## src/rtl/fir_macc_sequencer.sv

```systemverilog
// FIR sequencer that streams delay-line samples and coefficients into an external
// registered-input MAC, then rounds, saturates and hands off one result per sample.
module fir_macc_sequencer #(
   parameter int NTAPS = 8,
   parameter int SHIFT = 15
) (
   input  logic                     clk,
   input  logic                     rst_n,
   input  logic                     in_valid,
   output logic                     in_ready,
   input  logic [15:0]              in_data,
   input  logic                     coef_we,
   input  logic [$clog2(NTAPS)-1:0] coef_addr,
   input  logic [15:0]              coef_data,
   output logic                     mac_clr,
   output logic [15:0]              mac_a,
   output logic [15:0]              mac_b,
   input  logic [47:0]              mac_acc,
   output logic                     out_valid,
   input  logic                     out_ready,
   output logic [15:0]              out_data
);

   // state | meaning
   // IDLE  | waiting for a sample; coefficient writes allowed
   // CLEAR | one cycle of mac_clr to zero the MAC
   // FEED  | NTAPS cycles of sample/coefficient operands
   // DRAIN | two cycles for the MAC pipeline; result captured in the second
   // OUT   | result offered until out_ready
   typedef enum logic [2:0] {S_IDLE, S_CLEAR, S_FEED, S_DRAIN, S_OUT} state_t;

   localparam int AW = $clog2(NTAPS);
   localparam logic [AW-1:0] FEED_TC_LOAD  = AW'(NTAPS - 1);
   localparam logic [AW-1:0] DRAIN_TC_LOAD = AW'(1);

   state_t         state_q, state_d;
   logic [AW-1:0]  cnt_q, cnt_d;
   logic [AW-1:0]  wr_ptr_q;
   logic [15:0]    out_data_q, out_data_d;
   logic [15:0]    dline_q [NTAPS];
   logic [15:0]    coef_q  [NTAPS];

   logic           accept;
   logic           coef_wr;
   logic [AW-1:0]  rd_idx;
   logic [AW-1:0]  coef_idx;
   logic [48:0]    rnd_sum;
   logic [48:0]    rnd_shr;
   logic [15:0]    sat_val;

   assign accept   = (state_q == S_IDLE) && in_valid;
   assign coef_wr  = (state_q == S_IDLE) && coef_we;

   // Down-counter c = NTAPS-1-k: newest-k == wr_ptr+c and k == ~c (power-of-two NTAPS).
   assign rd_idx   = wr_ptr_q + cnt_q;
   assign coef_idx = ~cnt_q;

   assign rnd_sum  = {1'b0, mac_acc} + (49'd1 << (SHIFT - 1));
   assign rnd_shr  = rnd_sum >> SHIFT;
   assign sat_val  = (|rnd_shr[48:16]) ? 16'hFFFF : rnd_shr[15:0];

   assign in_ready  = (state_q == S_IDLE);
   assign mac_clr   = (state_q == S_CLEAR);
   assign out_valid = (state_q == S_OUT);
   assign out_data  = out_data_q;
   assign mac_a     = (state_q == S_FEED) ? dline_q[rd_idx]  : 16'd0;
   assign mac_b     = (state_q == S_FEED) ? coef_q[coef_idx] : 16'd0;

   always_comb begin
      state_d    = state_q;
      cnt_d      = cnt_q;
      out_data_d = out_data_q;
      case (state_q)
         S_IDLE: begin
            if (accept) state_d = S_CLEAR;
         end
         S_CLEAR: begin
            state_d = S_FEED;
            cnt_d   = FEED_TC_LOAD;
         end
         S_FEED: begin
            if (cnt_q == '0) begin
               state_d = S_DRAIN;
               cnt_d   = DRAIN_TC_LOAD;
            end else begin
               cnt_d = cnt_q - AW'(1);
            end
         end
         S_DRAIN: begin
            if (cnt_q == '0) begin
               state_d    = S_OUT;
               out_data_d = sat_val;
            end else begin
               cnt_d = cnt_q - AW'(1);
            end
         end
         S_OUT: begin
            if (out_ready) state_d = S_IDLE;
         end
         default: state_d = S_IDLE;
      endcase
   end

   always_ff @(posedge clk or negedge rst_n) begin
      if (!rst_n) begin
         state_q    <= S_IDLE;
         cnt_q      <= '0;
         out_data_q <= 16'd0;
      end else begin
         state_q    <= state_d;
         cnt_q      <= cnt_d;
         out_data_q <= out_data_d;
      end
   end

   always_ff @(posedge clk or negedge rst_n) begin
      if (!rst_n) begin
         wr_ptr_q <= '0;
         for (int i = 0; i < NTAPS; i++) begin
            dline_q[i] <= 16'd0;
            coef_q[i]  <= 16'd0;
         end
      end else begin
         if (accept) begin
            dline_q[wr_ptr_q] <= in_data;
            wr_ptr_q          <= wr_ptr_q + AW'(1);
         end
         if (coef_wr) coef_q[coef_addr] <= coef_data;
      end
   end

endmodule

```

## config.mk

```make
export PLATFORM = sky130hd
export DESIGN_NAME = fir_macc_sequencer
export DESIGN_NICKNAME = d
export VERILOG_FILES = /design/src/rtl/fir_macc_sequencer.sv
export SDC_FILE = /design/constraint.sdc
export NUM_CORES = 1
export LEC_CHECK = 0
export CAP_MARGIN = 20
export CORE_UTILIZATION = 46
export DETAILED_ROUTE_END_ITERATION = 6
export DONT_BUFFER_PORTS = 1
export GPL_TIMING_DRIVEN = 0
export PLACE_DENSITY_LB_ADDON = 0.25
export SYNTH_ARGS = -nofsm -noshare
export SYNTH_HDL_FRONTEND = slang
export SYNTH_SLANG_ARGS = --single-unit
```

## constraint.sdc

```tcl
create_clock -name clk -period 6.86 [get_ports clk]
set_input_delay 0.686 -clock clk [delete_from_list [all_inputs] [get_ports clk]]
set_output_delay 0.686 -clock clk [all_outputs]
set_load 0.02 [all_outputs]
```

Word-level counts from Yosys, hierarchy flattened
Cells that the tools add are included.
{ "op_classes": {"eq_ne": 9, "add_sub_neg": 4, "n_bitwise": 5, "n_reduce_logical": 11, "n_mux": 23, "magnitude_cmp": 6} }
{ "op_table": {"columns": ["cell", "count"], "rows": [
  ["bitwise mux 128 bit", 2],
  ["two-way mux 16 bit", 9],
  ["binary-select mux 16 bit (select 3 bit)", 2],
  ["demux 16 bit (select 3 bit)", 2],
  ["adder 48 x 15 -> 49 bit (second input constant)", 1],
  ["two-way mux 3 bit", 6],
  ["OR reduction 18 bit", 1],
  [">= comparator 4 bit (second input constant)", 4],
  ["NOT 3 -> 4 bit", 4],
  ["one-hot mux 3 bit (5 select lines)", 1],
  ["one-hot mux 3 bit (3 select lines)", 1],
  ["less-than comparator 4 x 1 -> 1 bit (second input constant)", 2],
  ["equality test 3 x 2 -> 1 bit (second input constant)", 2],
  ["zero test 3 bit", 2],
  ["inequality test 2 x 1 -> 1 bit (second input constant)", 3],
  ["logical AND 1 bit", 4],
  ["inequality test 2 bit (second input constant)", 2],
  ["AND reduction 2 bit", 2],
  ["AND reduction 4 bit", 1],
  ["adder 3 x 1 -> 3 bit (second input constant)", 1],
  ["adder 3 bit", 1],
  ["equality test 3 x 1 -> 1 bit (second input constant)", 1],
  ["equality test 3 bit (second input constant)", 1],
  ["NOT 3 bit", 1],
  ["other kinds (2)", 2]
]} }
{ "totals": {"inputBits": 88, "regBits": 281, "out_inout_bits": 51, "elab_cells": 78} }

Logic depth before layout (Yosys ltp)
Gate-level depths: netlist of the first run.
{ "logic_depth": {"depth_word": 6, "ltp_mapped": 13, "ltp_nobuf": 8} }

Worst setup path after synthesis of the first run
OpenSTA, ideal clock, no wires.
{ "synth_timing": {"path_type": "register to output", "from": "register wr_ptr_q[0]", "to": "output mac_a[10]", "path_stages_with_launch": 8, "path_buffers": 1, "setup_slack_ns": 3.548, "arrival_time_ns": 2.626, "t_required_ns": 6.174, "cell_sequence": "dfrtp_1 ha_1 fa_1 xor2_1 xnor2_1 clkbuf_1 mux2i_1 nor2_1"} }
{ "synth_between": {"elab_chain_cells": 6} }
{ "synth_lines": {"columns": ["item", "line_no", "text"], "rows": [
  ["start: declaration", "38", "logic [AW-1:0] wr_ptr_q;"],
  ["start signal: assignment", "126", "wr_ptr_q <= wr_ptr_q + AW'(1);"],
  ["adder 3 bit", "55", "assign rd_idx = wr_ptr_q + cnt_q;"],
  ["NOT 3 -> 4 bit (implied by the code)", "66", "assign mac_a = (state_q == S_FEED) ? dline_q[rd_idx] : 16'd0;"],
  ["binary-select mux 16 bit (select 3 bit)", "66", null],
  ["two-way mux 16 bit (implied by the code) (2 in series)", "66", null],
  ["two-way mux 16 bit", "66", null],
  ["end: declaration", "16", "output logic [15:0] mac_a,"]
]} }
No other way between the ends. The select of a mux whose other input is x is not followed.

Worst setup path after layout of the first run
{ "layout_timing": {"from": "register wr_ptr_q[0]", "to": "output mac_a[12]"} }
Same word-level chain as after synthesis.

==> flow_metrics.py, run 1 <==
metrics = {
    "status": {
        "outcome": "finished with violations",
        "violations": "negative hold slack",
    },
    "sta": {
        "setup_viol": 0,
        "period_minus_slack_ns": 4.18,
        "tns_ns": 0,
        "rsz0062_at_grt": "no",
        "setup_slack_ns": 2.68,
        "maxSlewHeadroom_pct": 32.0,
        "fmax_mhz": 239,
        "finalCritPeriodShare_pct": 60.9,
        "hold_violations": 202,
        "fin_skew_ns": 0.0109,
        "drv_slew": 0,
        "whs_ns": -0.162,
        "worstMarginPinSlew_ns": 1.02,
    },
    "placement": {
        "place_ws_ns": 2.94,
        "io_buffers": 0,
        "placed_cells": 1315,
        "gp_congestion": 0.845,
        "hpwl_um": 19200,
    },
    "routing": {
        "vias_per_cell": 5.64,
        "via_count": 7741,
        "ant_nets": 0,
        "drt_wl_total_um": 29300,
        "drc": 0,
        "dr.first_iter.drc_count": 428,
        "wl_per_cell_um": 21.3,
        "firstDrtPassIters": 4,
    },
    "clock_network": {
        "clkSinkCount": 281,
        "cts-root-buf": "clkbuf_16",
        "cts_inserted_buffers": 31,
        "cts_tree": "built",
        "clk_latency_ns": 0.55,
        "path_clk_slew_ns": 0.06,
        "clockBufferDepth": 3,
        "htreeDepth": 1,
    },
    "yosys": {
        "syn_nets": 1023,
        "syn_inst": 929,
        "synth_area_per_cell_um2": 14.5,
        "yosys.cell_types.count": 55,
        "synth_area_leader_cell": "dfrtp_1",
        "synth_area_leaders": "dfrtp_1 52%, mux2_2 21%, mux4_2 11%, mux2i_1 2.4%, nor2_1 1.8%",
        "ys_seq_elements": 281,
        "dominantRegCellSynth": "dfrtp_1",
        "synth_top_area_share_pct": 52.1,
        "netlist_top_cells_count": "281 x dfrtp_1, 257 x mux2_2, 64 x mux4_2",
        "synth.cell_area_um2": 13500,
        "ys_async_sr_fraction_pct": 100,
        "synth_edf_count": 0,
        "yosys_warnings": 0,
        "seq_area_frac_synth_pct": 52.1,
        "yosysMostFrequentCell": "dfrtp_1",
    },
    "pwr": {
        "p_clk_share_pct": 23.3,
        "power_leakage_nw": 6.70,
        "internal-power_w": 0.00461,
        "pwr-share-seq_pct": 37.7,
        "power_density_nw_per_um2": 459,
        "switching_share_pct": 33.0,
        "vdd_drop_max_mv": 0.249,
        "p_comb_share_pct": 39.0,
        "netSwitchingPower_w": 0.00227,
    },
    "floorplanning": {
        "num_rows": 62,
        "dieHeight_um": 173,
        "core_um2": 28800,
        "die_w_um": 173,
        "start_util_pct": 46.9,
        "ios": 139,
        "dieArea_um2": 30000,
    },
    "setup_path": {
        "reg2reg_slack_ns": 3.04,
        "cp.required_ns": 6.17,
        "end_kind": "output pin",
        "cp_data_arrival_time_ns": 3.49,
        "cp-start-kind": "register",
        "critPathLaunch": "wr_ptr_q[0]",
        "path_class": "register to output pin",
        "crit_fanout": 10,
        "rr_startpoint": "cnt_q[0]",
    },
    "min_path": {
        "worst_hold_path_type": "input port to async pin",
    },
    "final_layout": {
        "layout-drive-gt1-share_pct": 42.2,
        "instances_no_fill": 1372,
        "final_nets": 1058,
        "antenna_cells": 0,
        "syn_to_final_growth_pct": 11.1,
    },
    "global_routing": {
        "grt_max_degree": 282,
        "grt.overflow.total": 0,
        "antenna_found_initial": 0,
        "grt_use_total_pct": 20.1,
        "grt_pass1_vias": 8259,
        "grt_first_pass_wirelength_um": 47500,
    },
    "job": {
        "drv_cap": 0,
    },
}
## placed cells by master (no fill, tap or decap), types with 5 or more instances in the layout
master,Yosys,final
buf_2,8,8
buf_1,7,7
clkbuf_16,0,31
xnor2_1,12,12
mux2_2,257,257
a31oi_1,8,8
nand2_1,20,20
clkbuf_1,35,43
clkinv_2,0,7
nand3b_1,5,5
nor4_1,5,5
xor2_1,9,9
nor2_1,63,63
clkbuf_8,1,9
mux2i_1,33,33
nor3_1,10,10
mux4_2,64,64
dfrtp_1,281,281
a31oi_2,10,10
ha_1,5,5
nand3_1,12,12
nand4_1,8,8
and3_1,6,6
inv_1,10,10
## worst max-delay path, stage by stage, from the launching register on
cell and delay, ns:
dfrtp_1 0.43, ha_1 0.22, fa_1 0.38, xor2_1 0.16, xnor2_1 0.42, clkbuf_1 0.77, mux2i_1 0.21, nor2_1 0.35
## layer usage
metal	up-vias	wire length, um	GRT usage (%)
li1	3539	-	-
met1	4048	13000	27.0
met3	33	1300	3.84
met5	-	0	0
met2	121	14500	34.0
met4	0	505	4.13
## flip-flops by register name, summed over array words and instances (netlist names)
signal	flops
wr_ptr_q	3
cnt_q	3
state_q	3
out_data	16
coef_q	128
dline_q	128
## layout make-up
class,count,area (um^2)
plain buffers,53,234
clock buffers,47,916
clock inverters,10,82.6
fillers,2419,13800
inverters,10,37.5
multi-input cells,585,6200
flip-flops and latches,281,7030
well taps,384,480
repair buffers,2,15.0
## worst paths after layout
path | end | depth (start not counted)
worst min register to register | dline_q[11] | 1
worst min-delay path | out_data[13] | 0
worst max-delay path | mac_a[12] | 7
max in group asynchronous | coef_q[19] | 0
worst max register to register | out_data[14] | 12
min in group clk | state_q[2] | 1
## power by group through the flow
stage	logic [W]	registers, W	clock network [W]
after floorplan	0.00220	0.00251	0
after detailed placement	0.00274	0.00262	0
after global placement	0.00267	0.00258	0
after CTS	0.00275	0.00259	0.00164
final	0.00269	0.00260	0.00160
after global routing	0.00291	0.00268	0.00171
## logic make-up after synthesis
family	Yosys count	share of synthesized area (%)
flops	281	52.1
simple gates	160	6.41
mux	354	34.5
fa+ha+maj	6	0.611
buf+inv	63	2.01
compound gates	44	2.99
xor+xnor	21	1.36
## what timing repair did
action	in CTS	in global routing
gates resized for setup	0	0
buffers inserted	0	0
hold endpoints to repair	281	281
## through the flow
| step | area, um^2 | hold slack (ns) | total power, W | util, % |
|---|---|---|---|---|
| 2_1_floorplan | 13500 | 0.390 | 0.00471 | - |
| 4_1_cts | 15000 | -0.178 | 0.00698 | 52.1 |
| 3_5_place_dp | 14000 | 0.404 | 0.00536 | 48.6 |
| 5_1_grt | 15000 | -0.192 | 0.00730 | 52.1 |
| 3_3_place_gp | 14000 | 0.403 | 0.00526 | 48.6 |
| 6_report | 15000 | -0.162 | 0.00688 | 52.1 |
No activity file was read; power rests on OpenSTA's default activity.
==> run 2: changes to the inputs <==
==> constraint.sdc (replaced) <==
create_clock -name clk -period 3.5 [get_ports clk]
set_input_delay 0.35 -clock clk [delete_from_list [all_inputs] [get_ports clk]]
set_output_delay 0.35 -clock clk [all_outputs]
set_load 0.02 [all_outputs]
==> run 2 against run 1 <==
Compared with the run above: the run still ends with negative hold slack left; highest routed layer unchanged; power up 98%; largest cell class unchanged; hold slack worse by 0.33 ns; non-clock buffer count grew 37; combinational power rose by 100%; sequential share of layout area is 1.3 points lower; cell count up 2.8%; global-route usage rose by 0.21 points; critical path depth shrank 1; core utilization up 1.5 points.
==> flow_metrics.py, run 2 (synthesis gave the netlist of run 1 again) <==
metrics = {
    "status": {
        "outcome": "finished with violations",
        "violations": "negative hold slack",
    },
    "pwr": {
        "total_power_w": 0.0136,
        "p_comb_share_pct": 39.5,
        "pwr-share-seq_pct": 37.4,
        "vdd_drop_max_mv": 0.485,
        "p_clk_share_pct": 23.1,
        "power_leakage_nw": 6.91,
        "netSwitchingPower_w": 0.00450,
        "switching_share_pct": 33.0,
        "internal-power_w": 0.00912,
        "power_density_nw_per_um2": 883,
    },
    "placement": {
        "hpwl_um": 19200,
        "io_buffers": 0,
        "gp_congestion": 0.845,
    },
    "clock_network": {
        "cts-root-buf": "clkbuf_16",
        "holdBufCountCts": 35,
        "cts_inserted_buffers": 31,
        "clockBufferDepth": 3,
        "path_clk_slew_ns": 0.06,
        "clkSinkCount": 281,
        "htreeDepth": 1,
        "cts_tree": "built",
        "clk_latency_ns": 0.55,
    },
    "global_routing": {
        "grt_max_degree": 282,
        "grt_use_total_pct": 20.3,
        "grt_pass1_vias": 8409,
        "grt.overflow.total": 0,
        "grt_first_pass_wirelength_um": 48100,
        "antenna_found_initial": 2,
    },
    "floorplanning": {
        "dieHeight_um": 173,
        "num_rows": 62,
        "ios": 139,
        "dieArea_um2": 30000,
        "start_util_pct": 46.9,
        "core_um2": 28800,
        "die_w_um": 173,
    },
    "sta": {
        "drv_slew": 0,
        "period_minus_slack_ns": 3.33,
        "hold_violations": 281,
        "setup_viol": 0,
        "finalCritPeriodShare_pct": 95.0,
        "fin_skew_ns": 0.0113,
        "whs_ns": -0.497,
        "worstMarginPinSlew_ns": 0.857,
        "fmax_mhz": 301,
        "maxSlewHeadroom_pct": 42.9,
        "tns_ns": 0,
        "rsz0062_at_grt": "no",
    },
    "final_layout": {
        "final_nets": 1095,
        "layout-drive-gt1-share_pct": 42.2,
        "layout_commonest_cell": "dfrtp_1",
        "syn_to_final_growth_pct": 14.2,
        "fillers": 2394,
        "layout_common_cells": "281 x dfrtp_1, 257 x mux2_2, 64 x mux4_2",
        "post-route-util_pct": 53.6,
    },
    "routing": {
        "vias_per_cell": 5.59,
        "via_count": 7885,
        "drc": 0,
        "ant_nets": 0,
        "dr.first_iter.drc_count": 422,
        "wl_per_cell_um": 21.0,
        "drt_wl_total_um": 29700,
        "firstDrtPassIters": 4,
    },
    "job": {
        "drv_cap": 0,
    },
    "setup_path": {
        "cp_data_arrival_time_ns": 3.76,
        "end_kind": "register",
        "crit_fanout": 10,
        "cp.required_ns": 3.93,
        "path_class": "register to register",
        "cp-start-kind": "register",
        "r2r_cells": 6,
    },
    "min_path": {
        "worst_hold_path_type": "input port to async pin",
    },
}
==> run 2: changes by cell type in the layout (fill, tap and decap cells not counted), moves of 3 or more <==
cell	previous run	this run
dlygate4sd3_1	0	35
buf_1	7	0
clkbuf_1	43	36
clkbuf_2	0	6
buf_2	8	11
==> run 2: critical path: stages, from the launching register on <==
cell      delay, ns
dfrtp_1        0.36
clkbuf_1       0.20
nor3_2         0.55
nand3b_1       0.29
nor3b_2        0.69
clkbuf_1       0.71
mux2_2         0.42
==> run 2: power groups by stage <==
stage / combinational, W / sequential, W / clock [W]
final: 0.00538 / 0.00509 / 0.00315
after global routing: 0.00583 / 0.00525 / 0.00336
after CTS: 0.00549 / 0.00509 / 0.00322
after detailed placement: 0.00537 / 0.00513 / 0
after global placement: 0.00524 / 0.00506 / 0
after floorplan: 0.00432 / 0.00492 / 0
==> run 2: worst paths after layout <==
kind                                  start           end  slack, ns
worst max-delay path             state_q[2]    coef_q[89]       0.17
worst min-delay path                  rst_n  out_data[13]      -0.50
worst max register to register   state_q[2]    coef_q[89]       0.17
worst min register to register  dline_q[11]   dline_q[11]       0.50
max in group asynchronous             rst_n    coef_q[19]       3.39
min in group clk                mac_acc[16]   out_data[1]       0.04
==> run 2: stage by stage <==
step | cells | setup slack [ns] | area (um^2)
finish | 1411 | 0.174 | 15400
global route | 1411 | 0.00546 | 15400
CTS | 1409 | 0.0125 | 15400
detailed placement | 1315 | -0.417 | 14000
global placement | 1313 | -0.342 | 14000
floorplan | 929 | 0.430 | 13500
==> run 2: per-layer routing <==
layer	wire [um]	vias up	GRT usage, %
li1	-	3612	-
met1	13400	4106	27.6
met2	14700	132	34.4
met3	1130	35	3.29
met4	504	0	4.13
met5	0	-	0
==> run 2: final cells by class <==
type	count	area, um^2	area share [%]
timing repair buffer	39	380	2.47
antenna	2	5.00	0.0325
buffer	53	274	1.78
tap	384	480	3.12
clock buffer	47	916	5.94
inverter	10	37.5	0.243
clock inverter	10	82.6	0.536
multi-input combinational	585	6210	40.3
sequential	281	7030	45.6
==> run 2: repair_timing <==
| item | 4_1_cts | 5_1_grt |
|---|---|---|
| resized for setup | 19 | 13 |
| buffers inserted | 2 | 0 |
| pin swaps | 1 | 0 |
| setup endpoints to repair | 48 | 33 |
| endpoints found under the hold margin | 540 | 281 |
| gates cloned | 0 | 0 |
==> run 3: changes to the inputs <==
--- a/config.mk
+++ b/config.mk
@@ -5,8 +5,10 @@
 export SDC_FILE = /design/constraint.sdc
 export NUM_CORES = 1
 export LEC_CHECK = 0
+export ABC_AREA = 1
 export CAP_MARGIN = 20
 export CORE_UTILIZATION = 46
+export CTS_BUF_LIST = sky130_fd_sc_hd__clkbuf_16
 export DETAILED_ROUTE_END_ITERATION = 6
 export DONT_BUFFER_PORTS = 1
 export GPL_TIMING_DRIVEN = 0
==> constraint.sdc (replaced) <==
create_clock -name clk -period 3.7 [get_ports clk]
set_input_delay 0.37 -clock clk [delete_from_list [all_inputs] [get_ports clk]]
set_output_delay 0.37 -clock clk [all_outputs]
set_load 0.02 [all_outputs]
==> run 3 against run 2 <==
Compared with the run above: via count up 57%; area after synthesis up 3.3%; cell area up 1.8%; register-to-register slack better by 0.28 ns; sequential power up 0.8%; hold slack better by 0.022 ns; core utilization down 0.76 points; die area up 3.3%; power up 9.7%; non-clock buffer count up 42; clock skew down 0.0033 ns; the flow still finishes with violations (negative hold slack).
==> flow_metrics.py, run 3 <==
metrics = {
    "status": {
        "outcome": "finished with violations",
        "violations": "negative hold slack",
    },
    "clock_network": {
        "cts_inserted_buffers": 30,
        "cts_tree": "built",
        "path_clk_slew_ns": 0.06,
        "clk_latency_ns": 0.56,
        "htreeDepth": 1,
        "holdBufCountCts": 34,
        "cts-root-buf": "clkbuf_16",
        "clkSinkCount": 281,
        "clockBufferDepth": 3,
    },
    "yosys": {
        "yosys.cell_types.count": 39,
        "ys_async_sr_fraction_pct": 100,
        "dominantRegCellSynth": "dfrtp_1",
        "ys_seq_elements": 281,
        "synth.cell_area_um2": 13900,
        "synth_top_area_share_pct": 50.4,
        "yosysMostFrequentCell": "dfrtp_1",
        "syn_inst": 1741,
        "synth_area_per_cell_um2": 8.01,
        "synth_area_leader_cell": "dfrtp_1",
        "syn_nets": 1835,
        "synth_edf_count": 0,
        "netlist_top_cells_count": "281 x dfrtp_1, 276 x nor2_1, 270 x o21ai_0",
        "synth_area_leaders": "dfrtp_1 50%, o21ai_0 9.7%, a21oi_1 8.5%, nor2_1 7.4%, nand2_1 6.6%",
        "yosys_warnings": 0,
        "seq_area_frac_synth_pct": 50.4,
    },
    "routing": {
        "drt_wl_total_um": 41800,
        "dr.first_iter.drc_count": 972,
        "firstDrtPassIters": 5,
        "ant_nets": 0,
        "vias_per_cell": 5.58,
        "wl_per_cell_um": 18.8,
        "drc": 0,
        "via_count": 12400,
    },
    "sta": {
        "whs_ns": -0.474,
        "hold_violations": 281,
        "fmax_mhz": 277,
        "fin_skew_ns": 0.00805,
        "drv_slew": 0,
        "period_minus_slack_ns": 3.61,
        "tns_ns": 0,
        "setup_viol": 0,
        "maxSlewHeadroom_pct": 39.2,
        "finalCritPeriodShare_pct": 97.7,
        "worstMarginPinSlew_ns": 0.912,
        "rsz0062_at_grt": "no",
    },
    "global_routing": {
        "grt_first_pass_wirelength_um": 66100,
        "antenna_found_initial": 0,
        "grt_max_degree": 282,
        "grt_use_total_pct": 27.2,
        "grt.overflow.total": 0,
        "grt_pass1_vias": 12100,
    },
    "setup_path": {
        "cp.required_ns": 3.33,
        "rr_startpoint": "cnt_q[0]",
        "crit_cells": 7,
        "reg2reg_slack_ns": 0.45,
        "max_stage_delay_ns": 0.52,
        "critical_path.top_delay_family": "XOR/XNOR gates",
        "r2r_cells": 13,
        "path_class": "register to output pin",
        "slowest_stage": "xor2_1",
        "path_buf_inv": 1,
        "cp-start-kind": "register",
        "cp-endpoint": "mac_a[13]",
        "path_cells": "ha_1 > fa_1 > xnor2_1 > xor2_1 > clkbuf_2 > a21oi_1 > nor2_1",
        "crit_fanout": 10,
        "timing.rr.end": "out_data[9]",
        "critPathLaunch": "cnt_q[0]",
        "end_kind": "output pin",
        "cp_data_arrival_time_ns": 3.24,
    },
    "placement": {
        "gp_congestion": 0.935,
        "hpwl_um": 29300,
        "io_buffers": 0,
        "placed_cells": 2131,
    },
    "final_layout": {
        "layout-drive-gt1-share_pct": 7.82,
        "antenna_cells": 0,
        "syn_to_final_growth_pct": 12.5,
        "instances_no_fill": 2219,
        "layout_common_cells": "281 x dfrtp_1, 276 x nor2_1, 270 x o21ai_0",
        "final_nets": 1901,
        "layout_commonest_cell": "dfrtp_1",
        "post-route-util_pct": 52.8,
    },
    "min_path": {
        "worst_hold_path_type": "input port to async pin",
    },
    "pwr": {
        "switching_share_pct": 46.3,
        "p_comb_share_pct": 46.9,
        "pwr-share-seq_pct": 34.3,
        "total_power_w": 0.0149,
        "power_density_nw_per_um2": 952,
        "power_leakage_nw": 7.18,
        "internal-power_w": 0.00802,
        "p_clk_share_pct": 18.8,
        "netSwitchingPower_w": 0.00692,
        "vdd_drop_max_mv": 0.562,
    },
    "floorplanning": {
        "ios": 139,
        "dieArea_um2": 31000,
        "core_um2": 29700,
        "start_util_pct": 46.9,
        "dieHeight_um": 176,
        "die_w_um": 176,
        "num_rows": 63,
    },
    "job": {
        "drv_cap": 0,
    },
}
==> run 3: worst reg2reg max path: stages (launching register included) <==
cell and delay [ns]:
dfrtp_1 0.44, clkbuf_1 0.26, inv_1 0.17, clkbuf_1 0.41, clkbuf_2 0.38, ha_1 0.20, nand2_1 0.11, nor2_2 0.34
inv_1 0.21, clkbuf_1 0.27, nor2_1 0.18, nand3_2 0.09, nand2_1 0.06, inv_1 0.04
==> run 3: power by group through the flow <==
stage / sequential (W) / combinational [W] / clock, W
after CTS: 0.00512 / 0.00687 / 0.00287
after global placement: 0.00511 / 0.00664 / 0
after floorplan: 0.00496 / 0.00492 / 0
after global routing: 0.00526 / 0.00770 / 0.00300
final: 0.00513 / 0.00700 / 0.00281
after detailed placement: 0.00514 / 0.00678 / 0
==> run 3: routing by layer <==
layer / GRT usage, % / part of all wire (%) / wire length (um)
met1: 36.2 / 42 / 17400
met2: 44.7 / 47 / 19700
met3: 4.35 / 7.7 / 3200
met4: 10.2 / 3.6 / 1500
met5: 0 / 0 / 0
==> run 3: kinds of logic (layout without fill, tap and decap cells) <==
family | after synthesis | count (layout) | share of synthesized area [%]
AO/OA/AOI/OAI | 554 | 554 | 20.5
multiplexers | 6 | 6 | 0.484
flip-flops | 281 | 281 | 50.4
XOR/XNOR | 17 | 17 | 1.07
adder cells (fa/ha/maj) | 6 | 6 | 0.592
AND/OR/NAND/NOR | 619 | 619 | 19.6
buffers and inverters | 258 | 346 | 7.34
==> run 3: metrics by stage <==
step	cell area, um^2	setup slack [ns]
after floorplan	13900	1.25
after global placement	14400	0.221
after detailed placement	14400	0.191
after CTS	15700	0.0684
after global routing	15700	0.00445
final	15700	0.0866
==> run 3: layout make-up <==
type / count / area, um^2
multi-input combinational: 1202 / 5890
buffer: 100 / 440
fill: 2810 / 14000
clock buffer: 31 / 776
tap: 390 / 488
clock inverter: 23 / 129
timing repair buffer: 34 / 340
inverter: 158 / 593
sequential: 281 / 7030
==> run 3: worst min-delay path by stage <==
stage          start           to  depth (start not counted)
5_1_grt        rst_n  dline_q[39]                          0
6_report       rst_n  dline_q[39]                          0
3_5_place_dp   rst_n  dline_q[39]                          0
3_3_place_gp   rst_n  dline_q[23]                          0
2_1_floorplan  rst_n     cnt_q[0]                          0
4_1_cts        rst_n  dline_q[39]                          0
==> run 3: what timing repair did <==
action	4_1_cts	5_1_grt
endpoints found under the setup margin	9	23
resized for setup	3	10
setup buffers	0	0
endpoints found under the hold margin	369	281
